### src/rtl/sio_responder.sv
// Device end of the EPL serial GPIO chain: WIDTH-bit shift-register expander oversampled in csi_MCLK_clk.
// Optional input-change interrupt is built when SIO_RESP_INT_EN is defined; otherwise EPL_INT is tied low.
module sio_responder #(
    parameter int               WIDTH       = 32,
    parameter int               SYNC_STAGES = 2,
    parameter logic [WIDTH-1:0] OUT_INIT    = '0
) (
    input  logic             csi_MCLK_clk,
    input  logic             rsi_MRST_reset_n,
    input  logic             EPL_SCLK,
    input  logic             EPL_SLE,
    input  logic             EPL_SDI,
    output logic             EPL_SDO,
    output logic             EPL_INT,
    input  logic [WIDTH-1:0] pin_in,
    output logic [WIDTH-1:0] pin_out,
    output logic             frame_done,
    output logic [7:0]       bit_count
);

    localparam logic [1:0] S_IDLE    = 2'd0;
    localparam logic [1:0] S_CAPTURE = 2'd1;
    localparam logic [1:0] S_SHIFT   = 2'd2;
    localparam logic [1:0] S_UPDATE  = 2'd3;

    logic [SYNC_STAGES-1:0] sclk_sync_q, sle_sync_q, sdi_sync_q;
    logic [WIDTH-1:0]       pin_sync_q [SYNC_STAGES];
    logic                   sclk_dly_q, sle_dly_q;

    logic                   sclk_s, sle_s, sdi_s;
    logic [WIDTH-1:0]       pin_s;
    logic                   sclk_fall, sle_rise, sle_fall;

    logic [1:0]             state_q, state_d;
    logic [WIDTH-1:0]       shreg_q, shreg_d;
    logic [7:0]             cnt_q, cnt_d;
    logic [WIDTH-1:0]       pin_out_q, pin_out_d;
    logic [7:0]             bit_count_q, bit_count_d;
    logic                   frame_done_q, frame_done_d;

    // NOTE: the SLE chain and its delay flop reset high so an SLE already high at reset release is not a rise.
    always_ff @(posedge csi_MCLK_clk) begin
        if (!rsi_MRST_reset_n) begin
            sclk_sync_q <= '0;
            sle_sync_q  <= '1;
            sdi_sync_q  <= '0;
            sclk_dly_q  <= 1'b0;
            sle_dly_q   <= 1'b1;
            for (int i = 0; i < SYNC_STAGES; i++) pin_sync_q[i] <= '0;
        end else begin
            sclk_sync_q   <= {sclk_sync_q[SYNC_STAGES-2:0], EPL_SCLK};
            sle_sync_q    <= {sle_sync_q[SYNC_STAGES-2:0], EPL_SLE};
            sdi_sync_q    <= {sdi_sync_q[SYNC_STAGES-2:0], EPL_SDI};
            sclk_dly_q    <= sclk_s;
            sle_dly_q     <= sle_s;
            pin_sync_q[0] <= pin_in;
            for (int i = 1; i < SYNC_STAGES; i++) pin_sync_q[i] <= pin_sync_q[i-1];
        end
    end

    assign sclk_s    = sclk_sync_q[SYNC_STAGES-1];
    assign sle_s     = sle_sync_q[SYNC_STAGES-1];
    assign sdi_s     = sdi_sync_q[SYNC_STAGES-1];
    assign pin_s     = pin_sync_q[SYNC_STAGES-1];
    assign sclk_fall = sclk_dly_q & ~sclk_s;
    assign sle_rise  = sle_s & ~sle_dly_q;
    assign sle_fall  = ~sle_s & sle_dly_q;

    // NOTE: every next-state signal takes its hold value first so no path through the case infers a latch.
    always_comb begin
        state_d      = state_q;
        shreg_d      = shreg_q;
        cnt_d        = cnt_q;
        pin_out_d    = pin_out_q;
        bit_count_d  = bit_count_q;
        frame_done_d = 1'b0;
        case (state_q)
            S_IDLE: begin
                if (sle_rise) state_d = S_CAPTURE;
            end
            S_CAPTURE: begin
                shreg_d = pin_s;
                cnt_d   = '0;
                state_d = S_SHIFT;
            end
            S_SHIFT: begin
                // End of frame outranks a simultaneous SCLK fall; that shift is dropped.
                if (sle_fall) begin
                    state_d = S_UPDATE;
                end else if (sclk_fall) begin
                    shreg_d = {shreg_q[WIDTH-2:0], sdi_s};
                    if (cnt_q != 8'hFF) cnt_d = cnt_q + 8'd1;
                end
            end
            S_UPDATE: begin
                bit_count_d  = cnt_q;
                frame_done_d = 1'b1;
                if ({24'd0, cnt_q} >= 32'(WIDTH)) pin_out_d = shreg_q;
                state_d = S_IDLE;
            end
            default: state_d = S_IDLE;
        endcase
    end

    always_ff @(posedge csi_MCLK_clk) begin
        if (!rsi_MRST_reset_n) begin
            state_q      <= S_IDLE;
            shreg_q      <= '0;
            cnt_q        <= '0;
            pin_out_q    <= OUT_INIT;
            bit_count_q  <= '0;
            frame_done_q <= 1'b0;
        end else begin
            state_q      <= state_d;
            shreg_q      <= shreg_d;
            cnt_q        <= cnt_d;
            pin_out_q    <= pin_out_d;
            bit_count_q  <= bit_count_d;
            frame_done_q <= frame_done_d;
        end
    end

    assign EPL_SDO    = shreg_q[WIDTH-1];
    assign pin_out    = pin_out_q;
    assign bit_count  = bit_count_q;
    assign frame_done = frame_done_q;

`ifdef SIO_RESP_INT_EN
    logic [WIDTH-1:0] snap_q;
    logic             int_q;

    // CAPTURE both clears the flag and reloads the snapshot, so a change landing in that cycle is absorbed.
    always_ff @(posedge csi_MCLK_clk) begin
        if (!rsi_MRST_reset_n) begin
            snap_q <= '0;
            int_q  <= 1'b0;
        end else if (state_q == S_CAPTURE) begin
            snap_q <= pin_s;
            int_q  <= 1'b0;
        end else if (pin_s != snap_q) begin
            int_q  <= 1'b1;
        end
    end

    assign EPL_INT = int_q;
`else
    assign EPL_INT = 1'b0;
`endif

endmodule

### config.mk
export PLATFORM = sky130hd
export DESIGN_NAME = sio_responder
export DESIGN_NICKNAME = d
export VERILOG_FILES = /design/src/rtl/sio_responder.sv
export SDC_FILE = /design/constraint.sdc
export NUM_CORES = 1
export LEC_CHECK = 0
export ABC_AREA = 1
export CAP_MARGIN = 0
export CORE_ASPECT_RATIO = 0.6
export CORE_MARGIN = 4
export CORE_UTILIZATION = 58
export DETAILED_ROUTE_END_ITERATION = 8
export MAX_ROUTING_LAYER = met4
export PLACE_DENSITY = 0.81
export SYNTH_ARGS = -nofsm -noshare
export SYNTH_HDL_FRONTEND = slang
export SYNTH_SLANG_ARGS = --single-unit
### constraint.sdc
create_clock -name csi_MCLK_clk -period 2.7 [get_ports csi_MCLK_clk]
set_input_delay 0.81 -clock csi_MCLK_clk [delete_from_list [all_inputs] [get_ports csi_MCLK_clk]]
set_output_delay 0.81 -clock csi_MCLK_clk [all_outputs]
set_load 0.005 [all_outputs]
* Word level (Yosys, flattened, before mapping) *
Memories as Yosys holds them, arrays and structs flattened.
Cells that the tools add are included.
W data, S select, Z words.

storage, ports and cells
  logic and storage cells = 52
  bits in read-only memories = 0
  RAM bits = 64
  memories = 1
  bits of input ports = 37
  flip-flop bits (word level) = 91
  latch bits = 0

cells by class
  muxes and demuxes = 15
  multiply operators = 0
  $lt $le $gt $ge = 1
  divide/modulo/power cells = 0
  add/sub/neg operators = 1
  equality and inequality tests = 9
  bitwise logic cells = 8
  reduce and logical (&&, ||, !) cells = 6
  shift-type cells = 0

memories
  name        depth  width  rd ports  clocked after memory_dff  wr ports  line  text
  pin_sync_q  2      32     2         0                         2         27    logic [WIDTH-1:0] pin_sync_q [SYNC_STAGES];

operators with widths
  kind                   number
  $mux W32               4
  $pmux W32 S2           1
  $mux W8                3
  $pmux W8 S2            1
  $ne A2 B2 Y1 const B   5
  $add A8 B1 Y8 const B  1
  $ge A8 B6 Y1 const B   1
  $ne A8 B8 Y1 const B   1
  $pmux W2 S4            1
  $eq A2 B2 Y1 const B   2
  $mux W2                2
  $reduce_and A2 Y1      2
  $reduce_and A4 Y1      1
  $and A1 B1 Y1          3
  $mux W1                3
  $not A1 Y1             3
  $reduce_and A3 Y1      1
  $eq A2 B1 Y1 const B   1
  $logic_not A2 Y1       1
  $or A1 B1 Y1           2
  $reduce_bool A2 Y1     1

* Logic depth before layout (Yosys ltp) *
  word-level depth = 5
  gate-level depth with buffers = 10

* Least setup slack after synthesis *
No wires, ideal clock.

  path kind = input to register
  start = input rsi_MRST_reset_n
  end = register sle_sync_q[0]
  required time = 2577 ps
  path buffers = 1
  path slack = 1272 ps
  setup time = 123 ps
  stages = 3
  arrival = 1305 ps
  cell sequence = buf_2 > inv_1 > or2_2

RTL lines
  item                    line  text
  start: declaration      9     input logic rsi_MRST_reset_n,
  end signal: assignment  52    sle_sync_q <= {sle_sync_q[SYNC_STAGES-2:0], EPL_SLE};
  end: declaration        26    logic [SYNC_STAGES-1:0] sclk_sync_q, sle_sync_q, sdi_sync_q;

No word-level cell between the ends.

* Worst setup path after layout *
  start = register cnt_q[5]
  end = register pin_out_q[13], in the netlist pin_out[13]

on the way
  cells in the longest elaborated chain, start to end = 2

ends and longest elaborated chain
  item                         line  text
  start: declaration           36    logic [7:0] cnt_q, cnt_d;
  start signal: assignment     116   cnt_q <= cnt_d;
  $ge A8 B6 Y1                 98    if ({24'd0, cnt_q} >= 32'(WIDTH)) pin_out_d = shreg_q;
  $reduce_and A2 Y1 (no line)  --
  end signal: assignment       117   pin_out_q <= pin_out_d;
  end: declaration             37    logic [WIDTH-1:0] pin_out_q, pin_out_d;

No other way between the ends.
A chain may end at the register's enable or synchronous reset.

==> impl_metrics.py <==
metrics = {
    "outcome": {
        "outcome": "complete, no violations",
    },
    "detailed_routing": {
        "viasPerCell": 4.884,
        "ant_nets": 0,
        "post_drt_wl_per_cell_um": 13.59,
        "finalWirelength_mm": 12.56,
        "drt_first_pass_iters": 7,
        "drt-initial-drc-count": 384,
        "vias": 4513,
        "drc": 0,
    },
    "clock_tree": {
        "clock-sinks": 155,
        "clk_latency_ns": 0.41,
        "post_cts_resized": 0,
        "clkTransAtPathRegs_ns": 0.06,
        "cts_hold_buf": 0,
        "cts_buffers": 17,
        "htreeDepth": 4,
        "cts.path.max_buffers": 2,
        "cts_root_buffer": "clkbuf_16",
        "cts_tree": "yes",
        "cts_setup_buffers": 0,
    },
    "setup_path": {
        "crit_chain": "o31ai_4, inv_2, nor2_1, nor2_1",
        "path_buf_inv": 1,
        "crit_family": "compound AO/OA/AOI/OAI gates",
        "required_ns": 3.00,
        "path_class": "reg2reg",
        "slowest_stage": "o31ai_4",
        "r2r_start": "cnt_q[5]",
        "crit_top_cell": "nor2_1",
        "cp_slowest_stage_delay_ns": 0.87,
        "rr_worst_depth": 4,
        "cp_max_fo": 33,
        "reg2reg_to": "pin_out[13]",
        "r2r_slack_ns": 0.54,
        "cp-start-kind": "flop",
        "worst_ep_arrival_time_ns": 2.45,
        "endpoint_kind": "flop",
    },
    "power": {
        "max-vdd-ir-drop_mv": 0.5752,
        "cellPowerDensity_nw_per_um2": 942.1,
        "p_leak_nw": 3.312,
        "total_power_w": 0.006626,
    },
    "sta": {
        "period_needed_ns": 2.157,
        "worstMarginPinSlew_ns": 0.9708,
        "setup_violations": 0,
        "slew_viol_final": 0,
        "rsz0062_at_grt": "no",
        "max-slew-margin-rel_pct": 35.28,
        "finalHoldViolCount": 0,
        "setup_tns_ns": 0,
        "fmaxAchievable_mhz": 463.7,
        "skew_ns": 0.005333,
        "fin_crit_sh_pct": 79.88,
    },
    "place": {
        "gp_congestion": 0.8562,
        "dpl.hpwl_mm": 8.387,
        "port_buffers": 78,
    },
    "grt": {
        "grtUsageMet3_pct": 6.707,
        "grt_pass1_vias": 4255,
        "antenna_found_initial": 0,
        "grt_pass1_wl_mm": 20.93,
        "met2_usage_pct": 31.45,
        "grt-ovfl-total": 0,
        "grt-busiest-layer": "met1",
        "grt_use_total_pct": 23.57,
        "met1_usage_pct": 34.55,
        "grt_max_degree": 64,
    },
    "floorplanning": {
        "ios": 80,
        "dieArea_um2": 11390,
        "coreArea_um2": 9324,
        "die_w_um": 135.2,
        "num_rows": 27,
        "start_util_pct": 60.36,
        "chipHeight_um": 84.30,
    },
    "yosys": {
        "avgSynthCellArea_um2": 7.849,
        "syn_nets": 761,
        "synthCells": 717,
        "post_synth_num_cell_types": 22,
        "syn-cell-area_um2": 5628,
        "ys_ff_latch": 155,
        "synth_warnings": 0,
        "ys_seq_area_share_pct": 55.14,
    },
    "layout": {
        "area_delta_synth_final_pct": 24.97,
        "fin_util_pct": 75.43,
        "post_route_cells_drive_above_1_share_pct": 6.675,
        "nets": 827,
        "final_common_cell": "nand2_1",
        "antenna_cells": 0,
        "mostFrequentLayoutCells": "nand2_1 (168), dfxtp_1 (155), nor2_1 (116), inv_1 (90), clkdlybuf4s50_1 (77)",
    },
    "worst_hold_path": {
        "worstHoldStart": "pin_sync_q[0][5]",
        "hold_end": "pin_sync_q[0][37]",
        "hold_class": "reg2reg",
        "whs_path_depth": 2,
    },
    "run": {
        "drv_cap": 0,
    },
}
==> cell families after synthesis <==
family	after synthesis	synth area share (%)
fa+ha+maj	7	1.556
other cells	1	0.06663
mux	12	2.134
flops	155	55.14
simple gates	309	21.61
buf+inv	129	9.960
compound gates	104	9.537
==> registers in the layout (all words and copies together) (netlist names) <==
signal and cells:
bit_count 8, cnt_q 8, frame_done 1, pin_out 32
pin_sync_q 64, sclk_dly_q 1, sclk_sync_q 2, sdi_sync_q 2
shreg_q 32, sle_dly_q 1, sle_sync_q 2, state_q 2
==> metal layers <==
layer | vias up | wire length (µm)
met3 | 24 | 1032
met4 | 0 | 178
li1 | 2310 | -
met1 | 2004 | 6348
met5 | - | 0
met2 | 175 | 4997
==> Yosys cell counts <==
library cell / count / area share, %
mux2i_1: 12 / 2.1
a21oi_1: 27 / 2.4
dfxtp_1: 155 / 55
buf_2: 16 / 1.4
inv_2: 2 / 0.13
nand3_1: 8 / 0.71
or2_1: 1 / 0.11
clkbuf_1: 12 / 0.80
nand3_2: 2 / 0.36
or2_2: 2 / 0.22
o31ai_4: 1 / 0.38
nor2_2: 5 / 0.56
buf_4: 3 / 0.40
buf_6: 6 / 1.2
nand2_2: 4 / 0.44
nor2_1: 116 / 7.7
inv_1: 90 / 6.0
ha_1: 7 / 1.6
nand2_1: 168 / 11
conb_1: 1 / 0.067
nor3_1: 3 / 0.27
o21ai_0: 76 / 6.8
==> final cells by class <==
| class | count | area [µm²] |
|---|---|---|
| timing repair buffer | 84 | 835.8 |
| inverter | 92 | 345.3 |
| multi-input combinational | 433 | 1964 |
| clock buffer | 19 | 452.9 |
| sequential | 155 | 3103 |
| fill | 671 | 2291 |
| clock inverter | 11 | 168.9 |
| tap | 130 | 162.7 |
==> how the worst max path moves through the flow <==
| stage | cells past startpoint | start | endpoint |
|---|---|---|---|
| after global placement | 4 | cnt_q[5] | pin_out[22] |
| after floorplan | 3 | rsi_MRST_reset_n | sle_sync_q[0] |
| after CTS | 4 | cnt_q[5] | pin_out[13] |
| final | 4 | cnt_q[5] | pin_out[13] |
| after global routing | 4 | cnt_q[5] | pin_out[11] |
| after detailed placement | 4 | cnt_q[5] | pin_out[13] |
==> power breakdown <==
part | switching, W | leakage, nW | internal (W) | total [W]
Clock | 0.000894 | 0.305 | 0.00159 | 0.00248
Combinational | 0.000724 | 1.74 | 0.000482 | 0.00121
Sequential | 0.000297 | 1.27 | 0.00264 | 0.00294
Total | 0.00191 | 3.31 | 0.00471 | 0.00663
==> worst register-to-register path, delay by kind of cell, from the launching register on <==
kind	cells	cell delay, ns
AO/OA/AOI/OAI	1	0.87
buffers and inverters	1	0.49
flip-flops	1	0.38
AND/OR/NAND/NOR	2	0.31
==> through the flow <==
stage / instance area, µm² / cells / hold slack [ns] / setup slack, ns
after global routing: 7033 / 924 / 0.4358 / 0.3139
after floorplan: 5628 / 717 / 0.3905 / 1.272
final: 7033 / 924 / 0.4113 / 0.5432
after detailed placement: 6411 / 894 / 0.3995 / 0.5653
after global placement: 6411 / 894 / 0.3941 / 0.7415
after CTS: 7033 / 924 / 0.4167 / 0.5676
Note: power is estimated with default switching activity, not from simulation.
